File: src/rtl/dataio_responder_if.sv
// Core data IO port and memory bus bundle for dataio_responder.
// slave = responder side, master = core/memory models driving it.
interface dataio_responder_if;
   logic        iCORE_REQ;
   logic        oCORE_BUSY;
   logic [1:0]  iCORE_ORDER;
   logic [3:0]  iCORE_MASK;
   logic        iCORE_RW;
   logic [13:0] iCORE_TID;
   logic [1:0]  iCORE_MMUMOD;
   logic [31:0] iCORE_PDT;
   logic [31:0] iCORE_ADDR;
   logic [31:0] iCORE_DATA;
   logic        oCORE_REQ;
   logic [31:0] oCORE_DATA;
   logic        oMEM_REQ;
   logic        iMEM_ACK;
   logic        oMEM_RW;
   logic [31:0] oMEM_ADDR;
   logic [3:0]  oMEM_BE;
   logic [31:0] oMEM_DATA;
   logic [13:0] oMEM_TID;
   logic [1:0]  oMEM_MMUMOD;
   logic [31:0] oMEM_PDT;
   logic        iMEM_VALID;
   logic [31:0] iMEM_DATA;
   logic        oMISALIGN_VALID;
   logic [31:0] oMISALIGN_ADDR;

   modport slave (
      input  iCORE_REQ, iCORE_ORDER, iCORE_MASK, iCORE_RW, iCORE_TID, iCORE_MMUMOD,
             iCORE_PDT, iCORE_ADDR, iCORE_DATA, iMEM_ACK, iMEM_VALID, iMEM_DATA,
      output oCORE_BUSY, oCORE_REQ, oCORE_DATA, oMEM_REQ, oMEM_RW, oMEM_ADDR, oMEM_BE,
             oMEM_DATA, oMEM_TID, oMEM_MMUMOD, oMEM_PDT, oMISALIGN_VALID, oMISALIGN_ADDR
   );

   modport master (
      output iCORE_REQ, iCORE_ORDER, iCORE_MASK, iCORE_RW, iCORE_TID, iCORE_MMUMOD,
             iCORE_PDT, iCORE_ADDR, iCORE_DATA, iMEM_ACK, iMEM_VALID, iMEM_DATA,
      input  oCORE_BUSY, oCORE_REQ, oCORE_DATA, oMEM_REQ, oMEM_RW, oMEM_ADDR, oMEM_BE,
             oMEM_DATA, oMEM_TID, oMEM_MMUMOD, oMEM_PDT, oMISALIGN_VALID, oMISALIGN_ADDR
   );
endinterface

File: src/rtl/dataio_responder.sv
// Memory-side responder for the core data IO port: in-order request FIFO to a byte-enable bus.
// Optional misalignment trap enabled by defining DATAIO_RESPONDER_MISALIGN_CHECK_EN.
module dataio_responder #(
   parameter int P_DEPTH   = 4,
   parameter int P_DEPTH_N = 2
)(
   input  logic              iCLOCK,
   input  logic              iRESET_SYNC,
   dataio_responder_if.slave bus
);
   typedef struct packed {
      logic        rw;
      logic        none;
      logic [13:0] tid;
      logic [1:0]  mmumod;
      logic [31:0] pdt;
      logic [29:0] waddr;
      logic [3:0]  be;
      logic [31:0] data;
   } entry_t;

   localparam logic [P_DEPTH_N:0]   LP_FULL    = (P_DEPTH_N+1)'(P_DEPTH);
   localparam logic [P_DEPTH_N:0]   LP_CNT_ONE = (P_DEPTH_N+1)'(1);
   localparam logic [P_DEPTH_N-1:0] LP_PTR_ONE = P_DEPTH_N'(1);

   entry_t               r_fifo [P_DEPTH];
   logic [P_DEPTH_N-1:0] r_wptr, r_rptr;
   logic [P_DEPTH_N:0]   r_count;
   logic                 r_load_pending, r_guard, r_core_req;
   logic [31:0]          r_core_data;

   entry_t w_new, w_head;
   logic   w_busy, w_accept, w_empty, w_mem_req, w_pop, w_misalign, w_unused;

   // Guard masks the stale request still held on the port right after a load response.
   assign w_busy    = (r_count == LP_FULL) || r_load_pending;
   assign w_accept  = bus.iCORE_REQ && !w_busy && !r_guard;
   assign w_empty   = (r_count == '0);
   assign w_head    = r_fifo[r_rptr];
   assign w_mem_req = !w_empty && !w_head.none;
   assign w_pop     = !w_empty && (w_head.none || bus.iMEM_ACK);
   assign w_unused  = ^bus.iCORE_MASK;

`ifdef DATAIO_RESPONDER_MISALIGN_CHECK_EN
   logic        r_mis_valid;
   logic [31:0] r_mis_addr;

   assign w_misalign = (bus.iCORE_ORDER == 2'b01 && bus.iCORE_ADDR[0]) ||
                       (bus.iCORE_ORDER == 2'b10 && bus.iCORE_ADDR[1:0] != 2'b00);

   always_ff @(posedge iCLOCK) begin
      if (iRESET_SYNC) begin
         r_mis_valid <= 1'b0;
         r_mis_addr  <= '0;
      end else begin
         r_mis_valid <= w_accept && w_misalign;
         if (w_accept && w_misalign) r_mis_addr <= bus.iCORE_ADDR;
      end
   end

   assign bus.oMISALIGN_VALID = r_mis_valid;
   assign bus.oMISALIGN_ADDR  = r_mis_addr;
`else
   assign w_misalign          = 1'b0;
   assign bus.oMISALIGN_VALID = 1'b0;
   assign bus.oMISALIGN_ADDR  = '0;
`endif

   always_comb begin
      w_new        = '0;
      w_new.rw     = bus.iCORE_RW;
      w_new.tid    = bus.iCORE_TID;
      w_new.mmumod = bus.iCORE_MMUMOD;
      w_new.pdt    = bus.iCORE_PDT;
      w_new.waddr  = bus.iCORE_ADDR[31:2];
      case (bus.iCORE_ORDER)
         2'b00: begin
            w_new.be   = 4'b0001 << bus.iCORE_ADDR[1:0];
            w_new.data = {24'h0, bus.iCORE_DATA[7:0]} << {bus.iCORE_ADDR[1:0], 3'b000};
         end
         2'b01: begin
            w_new.be   = bus.iCORE_ADDR[1] ? 4'b1100 : 4'b0011;
            w_new.data = bus.iCORE_ADDR[1] ? {bus.iCORE_DATA[15:0], 16'h0}
                                           : {16'h0, bus.iCORE_DATA[15:0]};
         end
         2'b10: begin
            w_new.be   = 4'b1111;
            w_new.data = bus.iCORE_DATA;
         end
         default: w_new.none = 1'b1;
      endcase
      if (w_misalign) begin
         w_new.none = 1'b1;
         w_new.be   = '0;
         w_new.data = '0;
      end
   end

   always_ff @(posedge iCLOCK) begin
      if (w_accept) r_fifo[r_wptr] <= w_new;
   end

   always_ff @(posedge iCLOCK) begin
      if (iRESET_SYNC) begin
         r_wptr         <= '0;
         r_rptr         <= '0;
         r_count        <= '0;
         r_load_pending <= 1'b0;
         r_guard        <= 1'b0;
         r_core_req     <= 1'b0;
         r_core_data    <= '0;
      end else begin
         if (w_accept) r_wptr <= r_wptr + LP_PTR_ONE;
         if (w_pop)    r_rptr <= r_rptr + LP_PTR_ONE;
         case ({w_accept, w_pop})
            2'b10:   r_count <= r_count + LP_CNT_ONE;
            2'b01:   r_count <= r_count - LP_CNT_ONE;
            default: r_count <= r_count;
         endcase
         r_guard    <= r_core_req;
         r_core_req <= 1'b0;
         // Only one load can be outstanding, so any valid while pending belongs to it.
         if (r_load_pending && !r_core_req && bus.iMEM_VALID) begin
            r_core_req  <= 1'b1;
            r_core_data <= bus.iMEM_DATA;
         end else if (w_pop && w_head.none && !w_head.rw) begin
            r_core_req  <= 1'b1;
            r_core_data <= '0;
         end
         if (r_core_req)                   r_load_pending <= 1'b0;
         else if (w_accept && !bus.iCORE_RW) r_load_pending <= 1'b1;
      end
   end

   assign bus.oCORE_BUSY  = w_busy;
   assign bus.oCORE_REQ   = r_core_req;
   assign bus.oCORE_DATA  = r_core_data;
   assign bus.oMEM_REQ    = w_mem_req;
   assign bus.oMEM_RW     = w_mem_req && w_head.rw;
   assign bus.oMEM_ADDR   = w_mem_req ? {w_head.waddr, 2'b00} : '0;
   assign bus.oMEM_BE     = w_mem_req ? w_head.be     : '0;
   assign bus.oMEM_DATA   = w_mem_req ? w_head.data   : '0;
   assign bus.oMEM_TID    = w_mem_req ? w_head.tid    : '0;
   assign bus.oMEM_MMUMOD = w_mem_req ? w_head.mmumod : '0;
   assign bus.oMEM_PDT    = w_mem_req ? w_head.pdt    : '0;
endmodule
File: src/flat_wrapper.sv
// flat-port wrapper written by rule: the top's interface ports become plain ports
module dataio_responder_flat 
#(
   parameter int P_DEPTH   = 4,
   parameter int P_DEPTH_N = 2
)
  (iCLOCK, iRESET_SYNC, bus_iCORE_REQ, bus_iCORE_ORDER, bus_iCORE_MASK, bus_iCORE_RW, bus_iCORE_TID, bus_iCORE_MMUMOD, bus_iCORE_PDT, bus_iCORE_ADDR, bus_iCORE_DATA, bus_iMEM_ACK, bus_iMEM_VALID, bus_iMEM_DATA, bus_oCORE_BUSY, bus_oCORE_REQ, bus_oCORE_DATA, bus_oMEM_REQ, bus_oMEM_RW, bus_oMEM_ADDR, bus_oMEM_BE, bus_oMEM_DATA, bus_oMEM_TID, bus_oMEM_MMUMOD, bus_oMEM_PDT, bus_oMISALIGN_VALID, bus_oMISALIGN_ADDR);
  dataio_responder_if bus_i ();
  input  logic iCLOCK;
  input  logic iRESET_SYNC;
  input wire logic [$bits(bus_i.iCORE_REQ)-1:0] bus_iCORE_REQ;
  input wire logic [$bits(bus_i.iCORE_ORDER)-1:0] bus_iCORE_ORDER;
  input wire logic [$bits(bus_i.iCORE_MASK)-1:0] bus_iCORE_MASK;
  input wire logic [$bits(bus_i.iCORE_RW)-1:0] bus_iCORE_RW;
  input wire logic [$bits(bus_i.iCORE_TID)-1:0] bus_iCORE_TID;
  input wire logic [$bits(bus_i.iCORE_MMUMOD)-1:0] bus_iCORE_MMUMOD;
  input wire logic [$bits(bus_i.iCORE_PDT)-1:0] bus_iCORE_PDT;
  input wire logic [$bits(bus_i.iCORE_ADDR)-1:0] bus_iCORE_ADDR;
  input wire logic [$bits(bus_i.iCORE_DATA)-1:0] bus_iCORE_DATA;
  input wire logic [$bits(bus_i.iMEM_ACK)-1:0] bus_iMEM_ACK;
  input wire logic [$bits(bus_i.iMEM_VALID)-1:0] bus_iMEM_VALID;
  input wire logic [$bits(bus_i.iMEM_DATA)-1:0] bus_iMEM_DATA;
  output wire logic [$bits(bus_i.oCORE_BUSY)-1:0] bus_oCORE_BUSY;
  output wire logic [$bits(bus_i.oCORE_REQ)-1:0] bus_oCORE_REQ;
  output wire logic [$bits(bus_i.oCORE_DATA)-1:0] bus_oCORE_DATA;
  output wire logic [$bits(bus_i.oMEM_REQ)-1:0] bus_oMEM_REQ;
  output wire logic [$bits(bus_i.oMEM_RW)-1:0] bus_oMEM_RW;
  output wire logic [$bits(bus_i.oMEM_ADDR)-1:0] bus_oMEM_ADDR;
  output wire logic [$bits(bus_i.oMEM_BE)-1:0] bus_oMEM_BE;
  output wire logic [$bits(bus_i.oMEM_DATA)-1:0] bus_oMEM_DATA;
  output wire logic [$bits(bus_i.oMEM_TID)-1:0] bus_oMEM_TID;
  output wire logic [$bits(bus_i.oMEM_MMUMOD)-1:0] bus_oMEM_MMUMOD;
  output wire logic [$bits(bus_i.oMEM_PDT)-1:0] bus_oMEM_PDT;
  output wire logic [$bits(bus_i.oMISALIGN_VALID)-1:0] bus_oMISALIGN_VALID;
  output wire logic [$bits(bus_i.oMISALIGN_ADDR)-1:0] bus_oMISALIGN_ADDR;
  assign bus_i.iCORE_REQ = bus_iCORE_REQ;
  assign bus_i.iCORE_ORDER = bus_iCORE_ORDER;
  assign bus_i.iCORE_MASK = bus_iCORE_MASK;
  assign bus_i.iCORE_RW = bus_iCORE_RW;
  assign bus_i.iCORE_TID = bus_iCORE_TID;
  assign bus_i.iCORE_MMUMOD = bus_iCORE_MMUMOD;
  assign bus_i.iCORE_PDT = bus_iCORE_PDT;
  assign bus_i.iCORE_ADDR = bus_iCORE_ADDR;
  assign bus_i.iCORE_DATA = bus_iCORE_DATA;
  assign bus_i.iMEM_ACK = bus_iMEM_ACK;
  assign bus_i.iMEM_VALID = bus_iMEM_VALID;
  assign bus_i.iMEM_DATA = bus_iMEM_DATA;
  assign bus_oCORE_BUSY = bus_i.oCORE_BUSY;
  assign bus_oCORE_REQ = bus_i.oCORE_REQ;
  assign bus_oCORE_DATA = bus_i.oCORE_DATA;
  assign bus_oMEM_REQ = bus_i.oMEM_REQ;
  assign bus_oMEM_RW = bus_i.oMEM_RW;
  assign bus_oMEM_ADDR = bus_i.oMEM_ADDR;
  assign bus_oMEM_BE = bus_i.oMEM_BE;
  assign bus_oMEM_DATA = bus_i.oMEM_DATA;
  assign bus_oMEM_TID = bus_i.oMEM_TID;
  assign bus_oMEM_MMUMOD = bus_i.oMEM_MMUMOD;
  assign bus_oMEM_PDT = bus_i.oMEM_PDT;
  assign bus_oMISALIGN_VALID = bus_i.oMISALIGN_VALID;
  assign bus_oMISALIGN_ADDR = bus_i.oMISALIGN_ADDR;
  dataio_responder #(.P_DEPTH(P_DEPTH), .P_DEPTH_N(P_DEPTH_N)) u_core (.iCLOCK(iCLOCK), .iRESET_SYNC(iRESET_SYNC), .bus(bus_i));
endmodule
File: config.mk
export PLATFORM = sky130hd
export DESIGN_NAME = dataio_responder_flat
export DESIGN_NICKNAME = d
export VERILOG_FILES = /design/src/rtl/dataio_responder_if.sv /design/src/rtl/dataio_responder.sv /design/src/flat_wrapper.sv
export SDC_FILE = /design/constraint.sdc
export NUM_CORES = 1
export LEC_CHECK = 0
export ABC_CLOCK_PERIOD_IN_PS = 4900
export BUFFER_PORTS_ARGS = -buffer_cell sky130_fd_sc_hd__buf_2
export CORE_ASPECT_RATIO = 1.75
export CORE_MARGIN = 2
export CORE_UTILIZATION = 56
export CTS_BUF_LIST = sky130_fd_sc_hd__clkbuf_8 sky130_fd_sc_hd__clkbuf_16
export DETAILED_ROUTE_END_ITERATION = 12
export MAX_ROUTING_LAYER = met4
export PLACE_DENSITY = 0.86
export SKIP_LAST_GASP = 1
export SLEW_MARGIN = 20
export SYNTH_ARGS = -nofsm -noshare
export SYNTH_HDL_FRONTEND = slang
export SYNTH_SLANG_ARGS = --single-unit
File: constraint.sdc
create_clock -name iCLOCK -period 4.9 [get_ports iCLOCK]
set_input_delay 0.245 -clock iCLOCK [delete_from_list [all_inputs] [get_ports iCLOCK]]
set_output_delay 0.245 -clock iCLOCK [all_outputs]
set_load 0.05 [all_outputs]
==> results.tsv <==
metric	value	unit
post-CTS resize count	0	
slew of the pin with the lowest slew margin	1.08	ns
hold crit path type	primary input to flip-flop	
Root Buffer	clkbuf_16	
sw frac	35.5	%
Startpoint Class	flip-flop	
post-synthesis area per instance	19.4	sq um
CTS hold repair buffers	111	
combinational fraction of design power	35.8	%
flops & latches, synth	508	
Leak	8.80	nW
Port Buf Inserts	301	
Worst-path clk slew	0.06	ns
RSZ-0062 raised after global routing	no	
Core Region	35900	sq um
number of synthesized flops with an enable pin	464	
via count	11300	
latest clock arrival within the worst-skew pair	0.55	ns
leading cell type in the layout, fill and taps excluded	edfxtp_1	
sequential area share after synthesis	72.8	%
buffers from clock root to sink, at most	3	
Final Instance Area	24600	sq um
vias in the first global route	11800	
main flop type after synthesis	edfxtp_1	
PD cells	548	nW/um^2
# rows	92	
CTS tree	done	
relative slew slack	28.0	%
nature of the critical path endpoint	output pin	
height of the die	256	microns
layout cell share with drive strength beyond 1	36.7	%
Clock Sink Count	508	
max-slew violations	0	
CP arrival	3.36	ns
Crit Path Max Fanout	64	
Clock Power Share	24.2	%
first-pass GRT wire length	67000	microns
Area Growth Syn to Fin	20.9	%
largest net degree at the start of global routing	119	
number of vias per cell	5.76	
fin crit period	3.61	ns
die area	38000	sq um
Placed Area	22200	sq um
total power	0.0135	W
run status	complete, no violations	
Max Cap Violations	0	
P_sw	0.00479	W
GPL Wtd Cong	0.847	
Total GRT Usage	23.8	%
Residual DRC	0	
period utilization	73.6	%
most frequent cells in the layout	464 x edfxtp_1, 301 x buf_2, 115 x mux4_2	
endpoints failing hold	0	
Die X	148	microns
initial antenna violation count	4	
Routed WL per cell	22.4	microns
Initial Util	56.7	%
First-pass DRT Iterations	7	
Cells after Synth	1048	
fin nets	1613	
Yosys warnings	0	
GR Overflow Total	0	
Seq pwr share	40.0	%
Mapped Area	20400	sq um
io pins	341	
Pint	0.00870	W
Async SR Flop Fraction	0	%
final wirelength	43700	microns
H-tree depth	2	
Crit Path Category	flip-flop to output pin	
CTS buffer count	44	
DRT iter0 DRCs	894	
clock skew	0.0257	ns
worst path required time	4.66	ns
Max Freq	0.277	GHz
setup violators final	0	
DPL Wire Length	25500	microns
post-synth cell types	44	
post-CTS setup buffer count	0	
largest vdd supply drop	0.462	mV
post-route ant nets	0	
setup TNS	0	ns
## power groups by stage
stage / logic, W / clock network (W) / registers [W]
floorplan: 0.00376 / 0 / 0.00552
detailed placement: 0.00478 / 0 / 0.00549
CTS: 0.00488 / 0.00332 / 0.00540
global placement: 0.00473 / 0 / 0.00544
finish: 0.00483 / 0.00326 / 0.00540
global route: 0.00509 / 0.00348 / 0.00543
## state kept, by name (all words and copies together) (netlist names), named ones only
signal / count
u_core.r_load_pending: 1
u_core.bus.oCORE_DATA: 32
u_core.r_guard: 1
u_core.r_wptr: 2
u_core.bus.oCORE_REQ: 1
u_core.r_fifo: 464
u_core.r_count: 3
u_core.r_rptr: 2
## metal layers
layer	GRT usage (%)	wire (microns)	up-vias
met5	-	0	-
met4	11.0	2020	0
met3	3.15	2570	119
met2	41.3	23600	537
met1	27.5	15500	5702
li1	-	-	4901
## cell type report
cell class / instances / area [sq um]
antenna: 4 / 10.0
clock buffer: 45 / 1130
clock inverter: 31 / 216
fill: 2232 / 11300
inverter: 14 / 52.6
multi-input combinational: 461 / 5060
sequential: 508 / 14800
tap: 470 / 588
timing repair buffer: 422 / 2760
## logic make-up after synthesis
family / synth area share [%]
xor+xnor: 0.0860
compound gates: 3.37
mux: 13.1
buf+inv: 3.17
flops: 72.8
other cells: 0.0184
fa+ha+maj: 0.406
simple gates: 7.10
## final timing paths
kind	from	end	slack [ns]	cells after the start
setup / recovery	flip-flop	bus_oMEM_ADDR[30]	1.29	5
hold / removal	bus_iCORE_DATA[23]	u_core.r_fifo[0][23]	0.12	2
setup reg to reg	flip-flop	u_core.bus.oCORE_DATA[11]	2.06	4
hold reg to reg	u_core.bus.oCORE_REQ	u_core.r_load_pending	0.47	1
## critical path, stage by stage (launching register included)
cell     delay [ns]
dfxtp_4        0.68
mux4_2         0.35
or2_4          0.82
buf_4          0.55
nor2b_1        0.16
buf_2          0.25
## cell usage after synthesis, types with 8 or more instances
master    count  area (sq um)
edfxtp_1    464         13900
mux4_2      115          2590
nor2b_1     112           701
dfxtp_1      44           881
buf_4        37           278
clkbuf_1     35           131
a32o_1       32           320
nor2b_2      30           263
buf_2        18          90.1
inv_1        14          52.6
and2_1       13          81.3
nor2_1       13          48.8
o21ai_0      11          55.1
nor2b_4      10           138
nor3b_1      10          75.1
a21oi_1       9          45.0
nand2_1       9          33.8
a222oi_1      8          80.1
a22o_1        8          70.1
a31oi_1       8          50.1
buf_6         8          90.1
## stage by stage
step / hold WS [ns] / setup WS [ns] / instances / util, %
after floorplan: 0.344 / 0.901 / 1082 / -
after detailed placement: 0.444 / 1.83 / 1764 / 61.7
after global routing: 0.106 / 1.14 / 1955 / 68.6
after global placement: 0.439 / 1.84 / 1764 / 61.7
after CTS: 0.0862 / 1.24 / 1951 / 68.5
final: 0.119 / 1.29 / 1955 / 68.6
No activity file was read; power rests on OpenSTA's default activity.
